`src/rtl/morse_symbol_timer.sv`:
```
// Morse key front end: synchronises the key, times presses and gaps, classifies
// dit/dash and assembles per-letter code words with letter/word gap events.
module morse_symbol_timer #(
  parameter int CNT_W      = 16,
  parameter int MIN_PRESS  = 2,
  parameter int DASH_MIN   = 7,
  parameter int LETTER_GAP = 12,
  parameter int WORD_GAP   = 40
) (
  input  logic       clk,
  input  logic       rst,
  input  logic       key_in,
  output logic       sym_valid,
  output logic       sym_is_dash,
  output logic       letter_valid,
  output logic [5:0] letter_code,
  output logic [2:0] letter_len,
  output logic       letter_err,
  output logic       word_valid,
  output logic [1:0] state_dbg
);

  typedef enum logic [1:0] {
    IDLE      = 2'd0,
    PRESS     = 2'd1,
    GAP       = 2'd2,
    WAIT_WORD = 2'd3
  } state_t;

  localparam logic [CNT_W-1:0] CNT_ONE    = CNT_W'(1);
  localparam logic [CNT_W-1:0] CNT_MAX    = {CNT_W{1'b1}};
  localparam logic [CNT_W-1:0] MIN_C      = CNT_W'(MIN_PRESS);
  localparam logic [CNT_W-1:0] DASH_C     = CNT_W'(DASH_MIN);
  localparam logic [CNT_W-1:0] LETTER_C   = CNT_W'(LETTER_GAP);
  localparam logic [CNT_W-1:0] WORD_C     = CNT_W'(WORD_GAP);

  state_t           state_q, state_d;
  logic             key_meta_q, key_meta_d;
  logic             key_s_q, key_s_d;
  logic [CNT_W-1:0] cnt_q, cnt_d;
  logic [CNT_W-1:0] cnt_inc;
  logic [5:0]       shift_q, shift_d;
  logic [2:0]       len_q, len_d;
  logic             ovf_q, ovf_d;
  logic             is_dash;

  logic             sym_valid_q, sym_valid_d;
  logic             sym_is_dash_q, sym_is_dash_d;
  logic             letter_valid_q, letter_valid_d;
  logic [5:0]       letter_code_q, letter_code_d;
  logic [2:0]       letter_len_q, letter_len_d;
  logic             letter_err_q, letter_err_d;
  logic             word_valid_q, word_valid_d;

  // Counter saturates so an over-long press stays classified as a dash.
  assign cnt_inc = (cnt_q == CNT_MAX) ? cnt_q : cnt_q + CNT_ONE;
  assign is_dash = (cnt_q >= DASH_C);

  always_comb begin
    key_meta_d     = key_in;
    key_s_d        = key_meta_q;
    state_d        = state_q;
    cnt_d          = cnt_q;
    shift_d        = shift_q;
    len_d          = len_q;
    ovf_d          = ovf_q;
    sym_valid_d    = 1'b0;
    sym_is_dash_d  = sym_is_dash_q;
    letter_valid_d = 1'b0;
    letter_code_d  = letter_code_q;
    letter_len_d   = letter_len_q;
    letter_err_d   = letter_err_q;
    word_valid_d   = 1'b0;

    case (state_q)
      IDLE: begin
        if (key_s_q) begin
          state_d = PRESS;
          cnt_d   = CNT_ONE;
        end
      end
      PRESS: begin
        if (key_s_q) begin
          cnt_d = cnt_inc;
        end else if (cnt_q < MIN_C) begin
          // Glitch: resume the gap if a letter is open, otherwise drop back.
          cnt_d   = CNT_ONE;
          state_d = (len_q != 3'd0) ? GAP : IDLE;
        end else begin
          sym_valid_d   = 1'b1;
          sym_is_dash_d = is_dash;
          if (len_q < 3'd6) begin
            shift_d = {shift_q[4:0], is_dash};
            len_d   = len_q + 3'd1;
          end else begin
            ovf_d = 1'b1;
          end
          cnt_d   = CNT_ONE;
          state_d = GAP;
        end
      end
      GAP: begin
        if (key_s_q) begin
          state_d = PRESS;
          cnt_d   = CNT_ONE;
        end else begin
          cnt_d = cnt_inc;
          if (cnt_inc >= LETTER_C) begin
            letter_valid_d = 1'b1;
            letter_code_d  = shift_q;
            letter_len_d   = len_q;
            letter_err_d   = ovf_q;
            shift_d        = 6'd0;
            len_d          = 3'd0;
            ovf_d          = 1'b0;
            state_d        = WAIT_WORD;
          end
        end
      end
      WAIT_WORD: begin
        if (key_s_q) begin
          state_d = PRESS;
          cnt_d   = CNT_ONE;
        end else begin
          cnt_d = cnt_inc;
          if (cnt_inc >= WORD_C) begin
            word_valid_d = 1'b1;
            cnt_d        = '0;
            state_d      = IDLE;
          end
        end
      end
      default: state_d = IDLE;
    endcase
  end

  always_ff @(posedge clk or posedge rst) begin
    if (rst) begin
      state_q        <= IDLE;
      key_meta_q     <= 1'b0;
      key_s_q        <= 1'b0;
      cnt_q          <= '0;
      shift_q        <= 6'd0;
      len_q          <= 3'd0;
      ovf_q          <= 1'b0;
      sym_valid_q    <= 1'b0;
      sym_is_dash_q  <= 1'b0;
      letter_valid_q <= 1'b0;
      letter_code_q  <= 6'd0;
      letter_len_q   <= 3'd0;
      letter_err_q   <= 1'b0;
      word_valid_q   <= 1'b0;
    end else begin
      state_q        <= state_d;
      key_meta_q     <= key_meta_d;
      key_s_q        <= key_s_d;
      cnt_q          <= cnt_d;
      shift_q        <= shift_d;
      len_q          <= len_d;
      ovf_q          <= ovf_d;
      sym_valid_q    <= sym_valid_d;
      sym_is_dash_q  <= sym_is_dash_d;
      letter_valid_q <= letter_valid_d;
      letter_code_q  <= letter_code_d;
      letter_len_q   <= letter_len_d;
      letter_err_q   <= letter_err_d;
      word_valid_q   <= word_valid_d;
    end
  end

  assign sym_valid    = sym_valid_q;
  assign sym_is_dash  = sym_is_dash_q;
  assign letter_valid = letter_valid_q;
  assign letter_code  = letter_code_q;
  assign letter_len   = letter_len_q;
  assign letter_err   = letter_err_q;
  assign word_valid   = word_valid_q;
  assign state_dbg    = state_q;

endmodule

```
`config.mk`:
```
export PLATFORM = sky130hd
export DESIGN_NAME = morse_symbol_timer
export DESIGN_NICKNAME = d
export VERILOG_FILES = /design/src/rtl/morse_symbol_timer.sv
export SDC_FILE = /design/constraint.sdc
export NUM_CORES = 1
export LEC_CHECK = 0
export ABC_AREA = 1
export CAP_MARGIN = 30
export CORE_ASPECT_RATIO = 1.5
export CORE_MARGIN = 1
export CORE_UTILIZATION = 59
export CTS_CLUSTER_DIAMETER = 80
export DETAILED_ROUTE_END_ITERATION = 16
export GPL_TIMING_DRIVEN = 0
export PLACE_DENSITY_LB_ADDON = 0.12
export SYNTH_ARGS = -nofsm -noshare
export SYNTH_HDL_FRONTEND = slang
export SYNTH_SLANG_ARGS = --single-unit
```
`constraint.sdc`:
```
create_clock -name clk -period 2.3 [get_ports clk]
set_clock_uncertainty 0.05 [all_clocks]
set_input_delay 0.23 -clock clk [delete_from_list [all_inputs] [get_ports clk]]
set_output_delay 0.23 -clock clk [all_outputs]
set_load 0.02 [all_outputs]
```
After elaboration in Yosys (flattened, before gate mapping)
Cells that the tools add are included. W data, S select, Z words.

Output and inout bits: 16. Flip-flop bits (word level): 44. Input port bits: 3.

Add/subtract/negate cells: 2. Muxes and demuxes: 43. Equal/unequal tests: 13. Bitwise logic cells: 2. Magnitude comparators: 5. Reductions and logical operators: 8.

Operator list (count): $mux W16 (6); $pmux W16 S4 (1); $mux W6 (5); $add A16 B1 Y16 const B (1); $eq A16 B16 Y1 const B (1); $ge A16 B3 Y1 const B (1); $ge A16 B4 Y1 const B (1); $ge A16 B6 Y1 const B (1); $lt A16 B2 Y1 const B (1); $mux W2 (8); $mux W3 (5); $mux W1 (14); $ne A2 B2 Y1 const B (7); $pmux W6 S2 (1); $reduce_and A6 Y1 (2); $pmux W2 S4 (1); $ne A3 B3 Y1 const B (2); $pmux W3 S2 (1); $reduce_and A3 Y1 (2); $eq A2 B2 Y1 const B (2); $reduce_and A4 Y1 (1); $add A3 B1 Y3 const B (1); $lt A3 B3 Y1 const B (1); $reduce_bool A3 Y1 (1); other kinds (5) (6).

Logic depth before layout (Yosys ltp)
Depth in word-level cells: 6. Mapped depth: 16.

Worst setup path after synthesis
OpenSTA, ideal clock, no wires.

Path type: flip-flop to flip-flop. Start: register cnt_q[0]. End: register cnt_q[1]. Path slack: 0.217 ns. Stages on the path, launching flop included: 17. Path buffers: 2. Data arrival time: 1.967 ns. Setup time: 0.065 ns. Clock period less this slack: 2.083 ns. Cells stage by stage: dfrtp_1 > ha_1 > nand3_2 > inv_2 > nand2_4 > inv_2 > nand2_4 > buf_6 > buf_6 > nand2_1 > nor2_1 > nand2_1 > nor2_2 > nand4_2 > nand2_2 > nand2_1 > nand2_1.

Cells in the longest elaborated chain, start to end: 6.

Ends and longest elaborated chain: start: declaration (line 40) `logic [CNT_W-1:0] cnt_q, cnt_d;`; start signal: assignment (line 157) `cnt_q <= cnt_d;`; $add A16 B1 Y16 or $eq A16 B16 Y1 (tied branches) (line 56) `assign cnt_inc = (cnt_q == CNT_MAX) ? cnt_q : cnt_q + CNT_ONE;`; $mux W16 (*) (line 56); $ge A16 B6 Y1 (line 126) `if (cnt_inc >= WORD_C) begin`; $mux W16 (line 126); $mux W16 (line 121) `if (key_s_q) begin`; $pmux W16 S4 (*) (line 75) `case (state_q)`.

Every way passes the cells marked *; elsewhere a longest branch is shown, timed or not. A chain may end at the register's enable or synchronous reset.

Final worst setup path
Start: register cnt_q[0]. End: register letter_code_q[1], in the netlist letter_code[1].

Cells in the longest elaborated chain, start to end: 4.

Ends and longest elaborated chain: $add A16 B1 Y16 or $eq A16 B16 Y1 (tied branches) (line 56); $mux W16 (*) (line 56); $ge A16 B4 Y1 (*) (line 108) `if (cnt_inc >= LETTER_C) begin`; $reduce_and A3 Y1 (no line) (*); end signal: assignment (line 164) `letter_code_q <= letter_code_d;`; end: declaration (line 50) `logic [5:0] letter_code_q, letter_code_d;`.

Marks and branches as above.

==> summary by stage <==
STA
The minimum period implied by the final worst setup slack is between 2000 and 2500 ps. The part of the cycle the worst path needs is 0.9700. The maximum frequency from static timing analysis is 0.4482 GHz. The pin slew with the least headroom to its limit is 555.9 ps. Setup violations remaining at the end of the flow were counted as 0. The number of hold-slack violations in the final timing report came to 0.

The number of pins with negative max-slew slack in the final report is 0. The relative max-transition margin is 0.6198. The final critical-path setup slack is 69.10 ps.

Placed design
The final estimated routing congestion in global placement is ~0.94. The number of placed cells counting well taps is 440. Summed over all nets, the half-perimeter wirelength after detailed placement is 5031 um. The number of buffer cells added on primary ports is 18. The worst slack after detailed placement is -234.1 ps.

Floorplan
The die covers 0.004889 mm2. The row count is 29. The overall die width is ~57 um.

19 I/O pins were placed. The initial core utilization is 0.6297. In this run the vertical extent of the chip is 85.14 um. The area of the placeable core is roughly 0.0043 mm2.

Worst setup path
The worst setup path is launched from a flop. The kind of capture point of the worst setup path is a flop. The critical setup path kind is flop to flop. In this run the worst path has a maximum fanout of 5.

The destination of the worst register-to-register timing path is letter_code[1]. The depth of the worst register-to-register path is 15. The data arrival time of the worst path is roughly 2400 ps. The internal reg-to-reg setup slack is ~69 ps. The startpoint identified for the worst register-to-register timing path is cnt_q[0].

The required arrival time at the worst endpoint is roughly 2500 ps.

Drt
The routed layout has 2,732 vias. The met3 wire length is 257 um. For this block, the routed nets add up to 7468 um of wire. The number of antenna-violating nets in the routed design is 0.

In the final routed layout, each cell accounts on average for about 16 um. Detailed routing placed a total of about 4100 um of wire on met2. The number of DRC markers in iteration 0 is 181. For this run, design rule violations remaining after detail routing come to 0. The vias per cell is 5.838. The first-pass iteration count of the detailed router is 4. Signal routing reaches up to met4. The wire length on met1 is 2736 um.

Pwr
After layout, the design draws a total of 2.263 mW. The cell leakage power is 1.727 nW. The switching part of the total power is 0.3767. The internal power is 1.410 mW. The share of total power dissipated in sequential elements is 0.411. The power per cell area is about 670 mW/mm2. The share of total power dissipated in combinational logic is 0.322. The worst IR drop on VDD is 569.3 uV. Of the total power, the clock network draws 0.268.

The reported net switching power is 0.8522 mW.

Job
Max-cap violations in this run came to 0.

Synth
In this run the mean area of a mapped cell was 7.250 um2. The synthesized net count is about 380. The synthesized design contains 44 register bits. The cell type with the highest aggregate area in the netlist is dfrtp_1. Of the post-synthesis cell area, the dominant cell type holds 0.4050. The most used flip-flop cell after synthesis is dfrtp_1.

Yosys mapped the design onto 32 distinct sky130hd cell types. The post-synthesis sequential area ratio is 0.4050. The cell count after synthesis is 375. The count of flip-flops with a built-in enable after synthesis is 0. The Yosys step of the flow raised 0 warnings.

After synthesis, the cell types taking the most area are dfrtp_1 40%, nand2_1 15%, nand3_1 9.6%. In the synthesized netlist the async set-or-reset flop fraction comes to 1.000. The cell area that synthesis handed to floorplanning was 0.002719 mm2.

CTS
The clock drives 44 sinks. The CTS buffer count is 5. The clock-pin transition on the worst setup and hold timing paths is 90 ps.

The H-tree generated during clock tree synthesis spans 2 levels. The later pin in the worst-skew pair is clocked with a latency of 300 ps. The TritonCTS clock tree is done.

The master cell of the clock root buffer is clkbuf_8. The number of buffers on the longest clock path is 2.

Final layout
0 antenna diodes ended up in the layout. The area occupied by multi-input gates is 0.001464 mm2. The sequential cells in the finished layout cover a total of 0.001105 mm2. The layout overhead on the synthesized area is 24.48%. The post-layout net count is roughly 430.

Counting the fill cells in the layout gives 311. The share of layout cells above drive strength 1 is 0.1919. The finished layout holds 468 standard cells, fillers aside. For this run, the share of the core covered by cells in the final layout is 0.7838.

Outcome
The run finished with clean final reports.

Global route
The first-pass GRT wire length is 11,790 um. The maximum number of pins on one net before global-route repair is 32. Global routing finished with a remaining overflow of 0. The number of global-route vias before repair is 2,582. The initial antenna violation count is 0. The overall track demand over capacity in global routing is 0.3145.

Hold path
The class of the worst hold path is input pin to asynchronous set/reset pin.
==> worst max-delay path: stages (launching register included) <==
cell and delay, ps:
dfrtp_2 450, ha_4 190, nand3_4 110, inv_2 60
nand2_4 70, inv_2 60, nand2_4 100, buf_4 110
nand3_1 150, nor3_2 170, nand3_2 140, buf_4 170
nand3_2 100, buf_4 120, nand2_1 50, o21ai_2 50
==> power groups by stage <==
stage               clock, mW  combinational [mW]  sequential, mW
finish                  0.606               0.728           0.929
detailed placement          0               0.607           0.947
CTS                     0.619               0.662           0.923
global placement            0               0.588           0.943
floorplan                   0               0.411           0.947
global route            0.639               0.802           0.934
==> repair_timing <==
item                       in CTS  in global routing
pin swaps                       4                 12
resized for setup               5                 24
setup endpoints to repair      29                 28
hold buffers                    0                  0
setup buffers                   3                 14
cloned                          0                  3
==> metrics by stage <==
step                      TNS (ps)  cell area (um2)  hold slack [ps]
after floorplan                  0             2719            211.4
after global placement       -2945             2957            282.9
after detailed placement     -3800             2977            296.2
after CTS                        0             3136            154.4
after global routing        -502.0             3385            173.9
final                            0             3385            149.9
==> synthesized netlist by cell type (3+ instances only) <==
cell type,count
a21oi_1,4
nor2_2,4
inv_2,3
nand4_1,8
dfrtp_1,44
clkbuf_1,5
xor2_1,3
nand3_1,52
nor2_1,43
o211ai_1,10
o21ai_2,8
nand2_1,109
o21ai_0,7
ha_1,3
inv_1,46
nand2_2,5
buf_6,3
==> cell type report <==
class | count | share of cell area
multi-input combinational | 273 | 0.4325
sequential | 44 | 0.3264
timing repair buffer | 38 | 0.1116
inverter | 49 | 0.05434
buffer | 10 | 0.02514
clock buffer | 5 | 0.02033
tap | 46 | 0.01701
clock inverter | 3 | 0.01257
==> flip-flops by register name, summed over array words and instances, names as in the netlist <==
name          count
sym_valid         1
letter_len        3
sym_is_dash       1
letter_valid      1
state_dbg         2
shift_q           6
cnt_q            16
letter_code       6
key_s_q           1
key_meta_q        1
ovf_q             1
word_valid        1
len_q             3
letter_err        1
==> cell usage in the layout (no fill, tap or decap), types with 4 or more instances in the layout <==
master and n:
nor2_2 6, clkdlybuf4s50_1 18, inv_2 4, nand3_1 50, o21ai_2 8, clkbuf_1 5
clkbuf_8 5, o211ai_1 10, dfrtp_1 41, nand4_1 8, inv_1 45, nand2_2 7
nor2_1 38, o21ai_0 7, nand2_1 104, buf_4 17, nor2_4 5, nand3_2 4
nand2_4 5
==> layer usage <==
layer  global-route usage  vias up
li1                     -     1293
met1               0.3380     1301
met4               0.1818        0
met3              0.04878       35
met2               0.5677      103
met5                    0        -
==> how the worst max path moves through the flow <==
stage	from	end	slack [ps]
3_3_place_gp	cnt_q[0]	cnt_q[5]	-200
5_1_grt	cnt_q[0]	letter_len[1]	-70
6_report	cnt_q[0]	letter_code[1]	70
2_1_floorplan	cnt_q[0]	cnt_q[1]	220
3_5_place_dp	cnt_q[0]	cnt_q[5]	-230
4_1_cts	cnt_q[0]	cnt_q[1]	20
==> kinds of logic (layout without fill, tap and decap cells) <==
logic type | after synthesis | count (layout) | synth area share
and+or+nand+nor | 232 | 233 | 0.3889
adders and majority gates | 3 | 3 | 0.01381
DFF | 44 | 44 | 0.4050
AOI/OAI and AO/OA | 33 | 33 | 0.08376
xor gates and xnor gates | 4 | 4 | 0.01289
buffers and inverters | 59 | 105 | 0.09572
(Power assumes the default switching activity.)
